--- src/rtl/sync_fifo_flags_if.sv ---
// Handshake/status bundle for sync_fifo_flags.
// master = producer/consumer side, slave = the FIFO itself.
interface sync_fifo_flags_if #(
  parameter int FIFO_WIDTH = 3,
  parameter int FIFO_DEPTH = 8
);
  localparam int CNT_W = $clog2(FIFO_DEPTH + 1);

  logic                  wr_en;
  logic [FIFO_WIDTH-1:0] wr_data;
  logic                  rd_en;
  logic                  err_clr;
  logic                  rd_vld;
  logic [FIFO_WIDTH-1:0] rd_data;
  logic                  fifo_empty;
  logic                  fifo_full;
  logic                  almost_empty;
  logic                  almost_full;
  logic [CNT_W-1:0]      fifo_count;
  logic                  overflow;
  logic                  underflow;

  modport master (
    output wr_en, wr_data, rd_en, err_clr,
    input  rd_vld, rd_data, fifo_empty, fifo_full, almost_empty,
           almost_full, fifo_count, overflow, underflow
  );

  modport slave (
    input  wr_en, wr_data, rd_en, err_clr,
    output rd_vld, rd_data, fifo_empty, fifo_full, almost_empty,
           almost_full, fifo_count, overflow, underflow
  );
endinterface

--- src/rtl/sync_fifo_flags.sv ---
// Parametrised single-clock FIFO with occupancy count, threshold flags and sticky errors.
// Define FIFO_FWFT_EN for first-word-fall-through reads; default is a registered latency-1 read.
module sync_fifo_flags #(
  parameter int FIFO_WIDTH    = 3,
  parameter int FIFO_DEPTH    = 8,
  parameter int AFULL_THRESH  = 6,
  parameter int AEMPTY_THRESH = 2
) (
  input logic               clk,
  input logic               rst,
  sync_fifo_flags_if.slave  bus
);

  localparam int PTR_W = (FIFO_DEPTH > 2) ? $clog2(FIFO_DEPTH) : 1;
  localparam int CNT_W = $clog2(FIFO_DEPTH + 1);

  localparam logic [PTR_W-1:0] LAST_PTR = PTR_W'(FIFO_DEPTH - 1);
  localparam logic [CNT_W-1:0] FULL_CNT = CNT_W'(FIFO_DEPTH);
  localparam logic [CNT_W-1:0] AF_CNT   = CNT_W'(AFULL_THRESH);
  localparam logic [CNT_W-1:0] AE_CNT   = CNT_W'(AEMPTY_THRESH);

  logic [FIFO_WIDTH-1:0] r_mem [FIFO_DEPTH];
  logic [PTR_W-1:0]      r_wr_ptr;
  logic [PTR_W-1:0]      r_rd_ptr;
  logic [CNT_W-1:0]      r_count;
  logic                  r_overflow;
  logic                  r_underflow;

  logic                  w_rd_acc;
  logic                  w_wr_acc;
  logic [PTR_W-1:0]      w_wr_ptr_nxt;
  logic [PTR_W-1:0]      w_rd_ptr_nxt;

  // A full FIFO still takes a write when a read frees the slot on the same edge.
  assign w_rd_acc = bus.rd_en & (r_count != '0);
  assign w_wr_acc = bus.wr_en & ((r_count != FULL_CNT) | w_rd_acc);

  assign w_wr_ptr_nxt = (r_wr_ptr == LAST_PTR) ? '0 : r_wr_ptr + PTR_W'(1);
  assign w_rd_ptr_nxt = (r_rd_ptr == LAST_PTR) ? '0 : r_rd_ptr + PTR_W'(1);

  always_ff @(posedge clk or posedge rst) begin
    if (rst) begin
      r_wr_ptr <= '0;
      r_rd_ptr <= '0;
      r_count  <= '0;
    end else begin
      if (w_wr_acc) r_wr_ptr <= w_wr_ptr_nxt;
      if (w_rd_acc) r_rd_ptr <= w_rd_ptr_nxt;
      case ({w_wr_acc, w_rd_acc})
        2'b10:   r_count <= r_count + CNT_W'(1);
        2'b01:   r_count <= r_count - CNT_W'(1);
        default: r_count <= r_count;
      endcase
    end
  end

  // Storage is deliberately not reset so it can map onto plain RAM.
  always_ff @(posedge clk) begin
    if (w_wr_acc) r_mem[r_wr_ptr] <= bus.wr_data;
  end

  // A new error event outranks a simultaneous clear.
  always_ff @(posedge clk or posedge rst) begin
    if (rst) begin
      r_overflow  <= 1'b0;
      r_underflow <= 1'b0;
    end else begin
      if (bus.wr_en & ~w_wr_acc) r_overflow <= 1'b1;
      else if (bus.err_clr)      r_overflow <= 1'b0;
      if (bus.rd_en & ~w_rd_acc) r_underflow <= 1'b1;
      else if (bus.err_clr)      r_underflow <= 1'b0;
    end
  end

`ifdef FIFO_FWFT_EN
  assign bus.rd_vld  = (r_count != '0);
  assign bus.rd_data = r_mem[r_rd_ptr];
`else
  logic                  r_rd_vld;
  logic [FIFO_WIDTH-1:0] r_rd_data;

  always_ff @(posedge clk or posedge rst) begin
    if (rst) begin
      r_rd_vld  <= 1'b0;
      r_rd_data <= '0;
    end else begin
      r_rd_vld <= w_rd_acc;
      if (w_rd_acc) r_rd_data <= r_mem[r_rd_ptr];
    end
  end

  assign bus.rd_vld  = r_rd_vld;
  assign bus.rd_data = r_rd_data;
`endif

  assign bus.fifo_count   = r_count;
  assign bus.fifo_empty   = (r_count == '0);
  assign bus.fifo_full    = (r_count == FULL_CNT);
  assign bus.almost_empty = (r_count <= AE_CNT);
  assign bus.almost_full  = (r_count >= AF_CNT);
  assign bus.overflow     = r_overflow;
  assign bus.underflow    = r_underflow;

endmodule

--- src/flat_wrapper.sv ---
// flat-port wrapper written by rule: the top's interface ports become plain ports
module sync_fifo_flags_flat 
#(
  parameter int FIFO_WIDTH    = 3,
  parameter int FIFO_DEPTH    = 8,
  parameter int AFULL_THRESH  = 6,
  parameter int AEMPTY_THRESH = 2
)
  (clk, rst, bus_wr_en, bus_wr_data, bus_rd_en, bus_err_clr, bus_rd_vld, bus_rd_data, bus_fifo_empty, bus_fifo_full, bus_almost_empty, bus_almost_full, bus_fifo_count, bus_overflow, bus_underflow);
  sync_fifo_flags_if #(.FIFO_WIDTH(FIFO_WIDTH), .FIFO_DEPTH(FIFO_DEPTH)) bus_i ();
  input logic clk;
  input logic rst;
  input wire logic [$bits(bus_i.wr_en)-1:0] bus_wr_en;
  input wire logic [$bits(bus_i.wr_data)-1:0] bus_wr_data;
  input wire logic [$bits(bus_i.rd_en)-1:0] bus_rd_en;
  input wire logic [$bits(bus_i.err_clr)-1:0] bus_err_clr;
  output wire logic [$bits(bus_i.rd_vld)-1:0] bus_rd_vld;
  output wire logic [$bits(bus_i.rd_data)-1:0] bus_rd_data;
  output wire logic [$bits(bus_i.fifo_empty)-1:0] bus_fifo_empty;
  output wire logic [$bits(bus_i.fifo_full)-1:0] bus_fifo_full;
  output wire logic [$bits(bus_i.almost_empty)-1:0] bus_almost_empty;
  output wire logic [$bits(bus_i.almost_full)-1:0] bus_almost_full;
  output wire logic [$bits(bus_i.fifo_count)-1:0] bus_fifo_count;
  output wire logic [$bits(bus_i.overflow)-1:0] bus_overflow;
  output wire logic [$bits(bus_i.underflow)-1:0] bus_underflow;
  assign bus_i.wr_en = bus_wr_en;
  assign bus_i.wr_data = bus_wr_data;
  assign bus_i.rd_en = bus_rd_en;
  assign bus_i.err_clr = bus_err_clr;
  assign bus_rd_vld = bus_i.rd_vld;
  assign bus_rd_data = bus_i.rd_data;
  assign bus_fifo_empty = bus_i.fifo_empty;
  assign bus_fifo_full = bus_i.fifo_full;
  assign bus_almost_empty = bus_i.almost_empty;
  assign bus_almost_full = bus_i.almost_full;
  assign bus_fifo_count = bus_i.fifo_count;
  assign bus_overflow = bus_i.overflow;
  assign bus_underflow = bus_i.underflow;
  sync_fifo_flags #(.FIFO_WIDTH(FIFO_WIDTH), .FIFO_DEPTH(FIFO_DEPTH), .AFULL_THRESH(AFULL_THRESH), .AEMPTY_THRESH(AEMPTY_THRESH)) u_core (.clk(clk), .rst(rst), .bus(bus_i));
endmodule
--- config.mk ---
export PLATFORM = sky130hd
export DESIGN_NAME = sync_fifo_flags_flat
export DESIGN_NICKNAME = d
export VERILOG_FILES = /design/src/rtl/sync_fifo_flags_if.sv /design/src/rtl/sync_fifo_flags.sv /design/src/flat_wrapper.sv
export SDC_FILE = /design/constraint.sdc
export NUM_CORES = 1
export LEC_CHECK = 0
export CAP_MARGIN = 0
export CORE_ASPECT_RATIO = 0.6
export CORE_MARGIN = 3
export CORE_UTILIZATION = 49
export CTS_CLUSTER_DIAMETER = 30
export DETAILED_ROUTE_END_ITERATION = 8
export PLACE_DENSITY = 0.72
export SLEW_MARGIN = 30
export SYNTH_ARGS = -nofsm -noshare
export SYNTH_HDL_FRONTEND = slang
export SYNTH_SLANG_ARGS = --single-unit
--- constraint.sdc ---
create_clock -name clk -period 6.6 [get_ports clk]
set_clock_uncertainty 0.2 [all_clocks]
set_input_delay 1.98 -clock clk [delete_from_list [all_inputs] [get_ports clk]]
set_output_delay 1.98 -clock clk [all_outputs]
set_load 0.02 [all_outputs]
==> flow_summary.json <==
{
  "initial_utilization_pct": 53.6,
  "layout_worst_path_cycle_share_pct": 64.5,
  "min_tclk_post_route_ns": 4.26,
  "final_max_slew_viol_count": 0,
  "route.met2.wl_um": 1480,
  "slowest_stage_delay_on_critical_path_ns": 0.55,
  "clkTransAtPathRegs_ns": 0.07,
  "layout-drive-gt1-share_pct": 12.2,
  "fin_cells": 193,
  "finalSetupViolCount": 0,
  "finish.utilization_pct": 63.2,
  "grt_setup_unrepaired": "false",
  "synth.yosys.warnings": 0,
  "multiInputGateArea_um2": 629,
  "io-pin-count": 22,
  "synth_edf_count": 24,
  "avgViaCountPerCell": 5.48,
  "die_area_mm2": 0.00452,
  "highest-signal-layer": "met4",
  "postCtsHoldBufs": 0,
  "timing.critical_path.cells": "clkdlybuf4s50_1 > nand2b_1 > inv_1 > ha_1 > xor2_1 > ha_1 > a21oi_1 > xor2_1 > nor2_1 > xor2_1",
  "ir_drop_uv": 231,
  "worst_setup_path_start_kind": "input port",
  "tritoncts": "done",
  "grt_overflow": 0,
  "cellPowerDensity_mw_per_mm2": 457,
  "worst-r2r-setup-slack_ns": 3.73,
  "syn_avg_cell_area_um2": 14.7,
  "critical_path_class": "in2reg",
  "synth_flop_cell": "sky130_fd_sc_hd__edfxtp_1",
  "flow.area_growth_from_synthesis_pct": 17.9,
  "slew_headroom_pct": 47.2,
  "num-nets-final": 162,
  "timing.critical_path.arrival_ns": 4.22,
  "initialDrtViolationCount": 79,
  "cell_type_with_the_highest_aggregate_area_in_the_netlist": "sky130_fd_sc_hd__edfxtp_1",
  "finalHoldViolations": 0,
  "dr_total_vias": 1057,
  "clock_buffers_created_by_tritoncts": 5,
  "final-seq-area_mm2": 0.00112,
  "clock_tree.htree_level_count": 2,
  "worst-path-max-fanout": 11,
  "max_clock_freq_mhz": 235,
  "synth_top_area_share_pct": 39.5,
  "async_reset_ff_share_pct": 40.0,
  "worst_hold_end": "u_core.bus.rd_data[1]",
  "yosys.cell_count.top_type": "sky130_fd_sc_hd__edfxtp_1",
  "synthDistinctLibCells": 30,
  "worst_margin_pin_slew_ns": 0.785,
  "routedLengthMet1_um": 1720,
  "cell_area_after_synthesis_mm2": 0.00182,
  "maxcap_violations": 0,
  "dp.final_hpwl_um": 2480,
  "antenna_violations_before_repair": 0,
  "min_path_cells": 2,
  "grt_pass1_wl_um": 5610,
  "die_h_um": 53.3,
  "critical-path-top-delay-family": "buffers and inverters",
  "post_cts.repair.setup_buffers": 0,
  "detailedRoute.firstPassIterationCount": 4,
  "cts_repair_resize_count": 0,
  "row_count": 16,
  "design.core.area_mm2": 0.00340,
  "r2r-start": "u_core.bus.fifo_count[0]",
  "cells_after_dpl": 185,
  "post_synth_most_frequent_cells": "24 x sky130_fd_sc_hd__edfxtp_1, 16 x sky130_fd_sc_hd__dfrtp_1, 12 x sky130_fd_sc_hd__mux2i_1",
  "power_leakage_nw": 0.833,
  "worst_skew_pair_later_pin_latency_ns": 0.29,
  "num-fill-cells": 264,
  "post_drt_wl_per_cell_um": 17.8,
  "number_of_nets_with_antenna_violations_after_routing": 0,
  "cp_slowest_cell": "sky130_fd_sc_hd__clkdlybuf4s50_1",
  "postSynthNetCount": 139,
  "global_route.usage.total_pct": 17.6,
  "synth-seq-area-share_pct": 61.5,
  "post_synth_inst_count": 124,
  "detailroute.wirelength.met3_um": 206,
  "finalWeightedCongestion": 0.808,
  "largest_net_degree_at_the_start_of_global_routing": 17,
  "run_status": "finished clean",
  "worstHoldStart": "u_core.bus.rd_data[1]",
  "buffer_ports.inserted": 21,
  "clock-root-buffer": "sky130_fd_sc_hd__clkbuf_8",
  "wl_um": 3430,
  "crit_path_frequent_cell": "sky130_fd_sc_hd__xor2_1",
  "endpoint_of_the_most_critical_register_to_register_path": "u_core.bus.fifo_count[2]",
  "via_count_of_the_first_global_routing_pass": 1027,
  "setup.worst_path.end_class": "flip-flop",
  "worstHoldPathType": "reg2reg",
  "detail_route.drc_violations": 0,
  "cts.sink_count": 40,
  "synth_seq_cells": 40,
  "floorplan.die.width_um": 84.8,
  "critical_path.n_buffers_inverters": 2,
  "synth.top_cells.by_area": "sky130_fd_sc_hd__edfxtp_1 40%, sky130_fd_sc_hd__dfrtp_1 22%, sky130_fd_sc_hd__mux2i_1 6.6%",
  "whs_ns": 0.308,
  "fin_setup_tns_ns": 0,
  "cp_data_required_time_ns": 6.56,
  "maximum_root_to_sink_buffer_count": 2,
  "r2r_cells": 10,
  "diodes": 0
}
layout by cell type (no fill, tap or decap), types with 2 or more instances in the layout:
cell type                         instances
sky130_fd_sc_hd__a21o_1                   2
sky130_fd_sc_hd__nor3_1                   6
sky130_fd_sc_hd__edfxtp_1                24
sky130_fd_sc_hd__o32ai_1                  2
sky130_fd_sc_hd__ha_1                     7
sky130_fd_sc_hd__mux4_2                   3
sky130_fd_sc_hd__nor2_1                   5
sky130_fd_sc_hd__mux2i_1                 12
sky130_fd_sc_hd__a21oi_1                  2
sky130_fd_sc_hd__dfrtp_1                 16
sky130_fd_sc_hd__inv_1                    6
sky130_fd_sc_hd__xor2_1                   4
sky130_fd_sc_hd__nor2b_1                  3
sky130_fd_sc_hd__nand2_1                  6
sky130_fd_sc_hd__clkdlybuf4s50_1         21
sky130_fd_sc_hd__mux2_2                   6
sky130_fd_sc_hd__o21ai_1                  3
sky130_fd_sc_hd__clkbuf_8                 6
sky130_fd_sc_hd__nand2b_1                 3
final cells by class:
cell class              instances  share of cell area (%)
clock buffers                   7                    5.00
clock inverters                 1                   0.175
inverters                       6                    1.05
multi-input cells              73                    29.3
flip-flops and latches         40                    52.1
well taps                      45                    2.62
repair buffers                 21                    9.77
logic make-up after synthesis:
group | count (synthesis) | synth area share (%)
AO/OA/AOI/OAI | 14 | 5.49
XOR/XNOR | 5 | 2.40
adder cells (fa/ha/maj) | 7 | 4.80
buffers and inverters | 11 | 4.05
flip-flops | 40 | 61.5
multiplexers | 21 | 14.0
AND/OR/NAND/NOR | 26 | 7.82
per-layer routing:
metal	vias to the layer above	global-route usage (%)
li1	503	-
met2	36	24.7
met1	516	24.9
met4	0	3.42
met3	2	8.09
met5	-	0
report_power, final:
| part | internal, mW | switching [mW] | leakage (nW) |
|---|---|---|---|
| clock network | 0.106 | 0.0805 | 0.0570 |
| registers | 0.334 | 0.102 | 0.411 |
| logic | 0.193 | 0.168 | 0.364 |
through the flow:
stage	power, mW	setup slack (ns)	area (um^2)
floorplan	0.678	2.99	1820
global placement	0.777	2.21	2040
detailed placement	0.797	2.09	2040
CTS	0.987	2.39	2150
global route	1.05	2.17	2150
finish	0.984	2.34	2150
worst register-to-register path: cells and delay by family (launching register included):
family                   cells  cell delay (ns)
buffers and inverters        1             0.14
flip-flops                   1             0.51
XOR/XNOR                     3             0.47
AO/OA/AOI/OAI                1             0.15
AND/OR/NAND/NOR              3             0.77
adder cells (fa/ha/maj)      2             0.50
sequential cells by signal, summed over array words and instances, names as in the netlist:
| name | cells |
|---|---|
| u_core.r_mem | 24 |
| u_core.bus.fifo_count | 4 |
| u_core.bus.rd_data | 3 |
| u_core.r_rd_ptr | 3 |
| u_core.r_wr_ptr | 3 |
| u_core.bus.overflow | 1 |
| u_core.bus.rd_vld | 1 |
| u_core.bus.underflow | 1 |
how the worst max path moves through the flow:
stage | start | depth (start not counted) | endpoint | slack (ns)
after floorplan | bus_rd_en | 10 | u_core.bus.fifo_count[2] | 2.99
after global placement | bus_rd_en | 10 | u_core.bus.fifo_count[2] | 2.21
after detailed placement | bus_rd_en | 10 | u_core.bus.fifo_count[2] | 2.09
after CTS | bus_rd_en | 10 | u_core.bus.fifo_count[2] | 2.39
after global routing | bus_rd_en | 7 | u_core.bus.fifo_count[3] | 2.17
final | bus_rd_en | 10 | u_core.bus.fifo_count[2] | 2.34
Note: power is estimated with default switching activity, not from simulation.
==> patch 1 (same flow settings) <==
The option `FIFO_FWFT_EN` is turned on by a define.
--- a/src/rtl/sync_fifo_flags.sv
+++ b/src/rtl/sync_fifo_flags.sv
@@ -1,5 +1,7 @@
 // Parametrised single-clock FIFO with occupancy count, threshold flags and sticky errors.
 // Define FIFO_FWFT_EN for first-word-fall-through reads; default is a registered latency-1 read.
+`define FIFO_FWFT_EN
+
 module sync_fifo_flags #(
   parameter int FIFO_WIDTH    = 3,
   parameter int FIFO_DEPTH    = 8,
Behaviour: not the same (Yosys sat finds a counterexample within 4 cycles, from zero or initial values and one cycle with rst high).
==> patch 1 against the unedited design <==
Power fell by 7.0%; critical path type is now reg -> out; fmax fell by 5.2%; sequential share of layout area decreased by 0.84 points; synthesized area fell by 8.7%; cell area decreased by 7.4%; synthesized cell count fell by 12%; routed wire length fell by 8.3%; sequential cell count down 4; worst setup slack lost 0.23 ns.
==> patch 1: results (changes against the unedited design) <==
stage,metric,value,unit,change
global_route,largest net degree at the start of global routing,13,,-4
synth,"Seq/Total Area, Yosys",0.613,,-0.00147
placement,GP Congestion,0.753,,-6.8%
sta,Final period util,0.680,,+0.0353
routing,met3 WL,175,um,-15%
synth,Compound-Gate Fraction of Synth Area,0.0563,,+0.00148
setup_path,CP max FO,9,,-2
synth,synth top area cells,"edfxtp_1 43%, dfrtp_1 18%, mux4_2 8.1%",,
placement,hpwl dp,2360,um,-5.0%
global_route,first-pass GRT wire length,5290,um,-5.8%
routing,Initial DRC Count,49,,-38%
placement,placed cell areas,1900,um^2,-7.0%
outcome,outcome,completed,,
setup_path,FF-to-FF Start,u_core.bus.fifo_count[2],,
setup_path,crit path capture,bus_rd_data[2],,
pwr,Leak,0.755,nW,-9.3%
cells_and_area,FILL cells,211,,-20%
placement,Post-Place Worst Slack,2.29,ns,+0.195 ns
routing,routed metal-1 wirelength,1400,um,-19%
routing,via/cell ratio,5.53,,+0.94%
routing,DR WL/cell,17.9,um,+0.55%
synth,mux cell area share after synthesis,0.137,,-0.00243
worst_hold_path,WHS Path Cells,1,,-1
routing,length of routed met2 wiring,1550,um,+4.2%
synth,adder-cell share of the synthesized area,0.0526,,+0.00458
synth,Post-synth top cells,"24 x edfxtp_1, 12 x dfrtp_1",,
sta,Worst-Margin Slew,0.833,ns,+0.0483 ns
placement,placed cell count,168,,-9.2%
global_route,number of global-route vias before repair,1023,,-0.39%
cells_and_area,share of layout cells above drive strength 1,0.187,,+0.0649
synth,Mapped Avg Cell Area,15.3,um^2,+3.9%
sta,WHS,0.313,ns,+0.00518 ns
global_route,overall global routing resource usage,0.179,,+0.00374
worst_hold_path,hold wc startpoint,u_core.bus.underflow,,
global_route,grt met3 use,0.0528,,-0.0281
setup_path,CP Launch Point,u_core.r_rd_ptr[0],,
setup_path,CP arrival,2.31,ns,-1.91 ns
global_route,GRT met1 Usage,0.249,,-0.000958
[patch 1: critical path, cell delays in order (launching register included)]
cell and delay (ns):
dfrtp_1 0.65, mux4_2 0.57, mux2_2 0.28, clkdlybuf4s50_1 0.54
[patch 1: cells by family after synthesis]
kind of cell	Yosys count
xor gates and xnor gates	5
buffers and inverters	10
AOI/OAI and AO/OA	12
muxes	14
adders and majority gates	7
DFF	36
and+or+nand+nor	25
[patch 1: final cells by class]
| cell class | count | area [um^2] | area share |
|---|---|---|---|
| Sequential cell | 36 | 1020 | 0.513 |
| Tap cell | 42 | 52.6 | 0.0264 |
| Inverter | 6 | 22.5 | 0.0113 |
| Clock inverter | 1 | 7.51 | 0.00377 |
| Timing Repair Buffer | 21 | 210 | 0.106 |
| Clock buffer | 7 | 86.3 | 0.0434 |
| Multi-Input combinational cell | 63 | 591 | 0.297 |
[patch 1: where the power goes]
group          switching, mW  internal (mW)  leakage [nW]
clock                 0.0738         0.0847        0.0445
combinational          0.167          0.203         0.347
sequential            0.0871          0.299         0.364
==> patch 2 (same settings) <==
Made on the original files. Reset style: synchronous (`rst`), changed in 3 clocked blocks.
--- a/src/rtl/sync_fifo_flags.sv
+++ b/src/rtl/sync_fifo_flags.sv
@@ -38,7 +38,7 @@
   assign w_wr_ptr_nxt = (r_wr_ptr == LAST_PTR) ? '0 : r_wr_ptr + PTR_W'(1);
   assign w_rd_ptr_nxt = (r_rd_ptr == LAST_PTR) ? '0 : r_rd_ptr + PTR_W'(1);
 
-  always_ff @(posedge clk or posedge rst) begin
+  always_ff @(posedge clk) begin
     if (rst) begin
       r_wr_ptr <= '0;
       r_rd_ptr <= '0;
@@ -60,7 +60,7 @@
   end
 
   // A new error event outranks a simultaneous clear.
-  always_ff @(posedge clk or posedge rst) begin
+  always_ff @(posedge clk) begin
     if (rst) begin
       r_overflow  <= 1'b0;
       r_underflow <= 1'b0;
@@ -79,7 +79,7 @@
   logic                  r_rd_vld;
   logic [FIFO_WIDTH-1:0] r_rd_data;
 
-  always_ff @(posedge clk or posedge rst) begin
+  always_ff @(posedge clk) begin
     if (rst) begin
       r_rd_vld  <= 1'b0;
       r_rd_data <= '0;
Behaviour: differs if rst is asserted again (counterexample within 4 cycles, from zero or initial values and one cycle with rst high); with rst held inactive, the same outputs for 10 cycles.
==> patch 2 against the unedited design <==
Sequential cell count unchanged; synthesized cell count up 18%; critical path depth down 1; via count up 12%; synthesized area up 0.55%; worst setup slack worse by 0.21 ns; register-to-register slack better by 0.14 ns; power down 13%; final cell count up 8.8%; cell area up 0.29%; global-route usage up 0.62 points; routed wire length up 4.1%; worst hold slack about the same.
==> patch 2: results (changes against the unedited design) <==
stage,metric,value,unit,change
cells_and_area,fin cells,210,,+8.8%
global_route,number of global-route vias before repair,1167,,+14%
placement,hpwl dp,2610,um,+5.0%
setup_path,Worst path max stage delay,0.71,ns,+0.16 ns
clock_tree,setup bufs post-CTS,0,,unchanged
cells_and_area,Final clock-cell share,0.0493,,-0.00247
cells_and_area,Signal buf overhead,0.0974,,-0.000284
synth,Synth Area in XOR/XNOR,0.0143,,-0.00968
setup_path,FF-to-FF Start,u_core.bus.fifo_count[1],,
synth,"Seq/Total Area, Yosys",0.568,,-0.0470
floorplanning,die outline area,4540,um^2,+0.49%
synth,synth top area cells,"edfxtp_1 39%, dfxtp_1 17%, mux4_2 7.4%",,
global_route,first-pass GRT wire length,6040,um,+7.8%
setup_path,CP arrival,4.48,ns,+0.26 ns
cells_and_area,multi-input logic area,724,um^2,+15%
setup_path,CP max FO,10,,-1
cells_and_area,Logic inverters,5,,-1
worst_hold_path,hold wc startpoint,u_core.bus.rd_data[2],,
synth,"FFs w/ async S/R, synth",0,,-0.400
synth,Synth area leader,edfxtp_1,,
synth,count of cell types in the netlist,36,,+20%
pwr,maximum VDD drop,0.000219,V,-5.0%
synth,Compound-Gate Fraction of Synth Area,0.0750,,+0.0202
setup_path,worst-case reg-to-reg path depth,9,,-1
placement,placed cell areas,2050,um^2,+0.55%
cells_and_area,final layout net count,179,,+10%
synth,Post-synth top cells,"24 x edfxtp_1, 16 x dfxtp_1, 13 x nor2_1, 10 x nand2_1, 8 x a21oi_1",,
cells_and_area,share of layout cells above drive strength 1,0.109,,-0.0125
cells_and_area,multi-input gates,91,,+25%
clock_tree,root buffer cell,clkbuf_8,,
global_route,largest net degree at the start of global routing,17,,unchanged
routing,via/cell ratio,5.64,,+3.0%
placement,Post-Place Worst Slack,1.86,ns,-0.230 ns
setup_path,FF-to-FF setup slack,3.87,ns,+0.14 ns
synth,number of synthesized flops with an enable pin,24,,unchanged
routing,Initial DRC Count,124,,+57%
global_route,overall global routing resource usage,0.182,,+0.00618
cells_and_area,FILL cells,263,,-0.38%
sta,Worst-Margin Slew,0.632,ns,-0.153 ns
cells_and_area,clkbuf count,5,,-2
placement,GP Congestion,0.768,,-4.8%
routing,"wirelength, routed",3570,um,+4.1%
sta,WHS,0.308,ns,-0.000140 ns
sta,Fmax achieved,0.224,GHz,-4.8%
synth,adder-cell share of the synthesized area,0.0518,,+0.00383
placement,placed cell count,202,,+9.2%
synth,mux cell area share after synthesis,0.106,,-0.0335
worst_hold_path,Hold EP,u_core.bus.rd_data[2],,
setup_path,crit path capture,u_core.bus.fifo_count[3],,
cells_and_area,fraction of area in multi-input gates,0.336,,+0.0432
outcome,outcome,completed,,
pwr,Leak,0.747,nW,-10%
==> patch 2: cell count changes in the layout (fill, tap and decap cells not counted), moves of 3 or more <==
cell and change:
nor2_1 +8, mux2i_1 -6, dfxtp_1 +16, xor2_1 -4, dfrtp_1 -16, a211oi_1 +4, mux4_2 +3, o21ai_1 -3
mux2_2 -6, nand2_1 +4, a21oi_1 +6
==> patch 2: layer usage <==
metal	up-vias	global-route usage	wire, um
met2	28	0.256	1470
met5	-	0	0
met3	5	0.0513	154
li1	570	-	-
met1	582	0.268	1920
met4	0	0.0553	34
==> patch 2: critical path: cells and delay by family <==
kind                       cells  cell delay (ns)
AOI/OAI and AO/OA              3             0.52
adders and majority gates      1             0.26
buffers and inverters          2             0.82
and+or+nand+nor                3             0.89
==> patch 2: report_power, final <==
part	total, mW	switching (mW)	internal (mW)	leakage (nW)
sequential	0.354	0.0569	0.297	0.349
clock	0.190	0.0802	0.110	0.0532
combinational	0.307	0.155	0.153	0.345
total	0.851	0.292	0.560	0.747
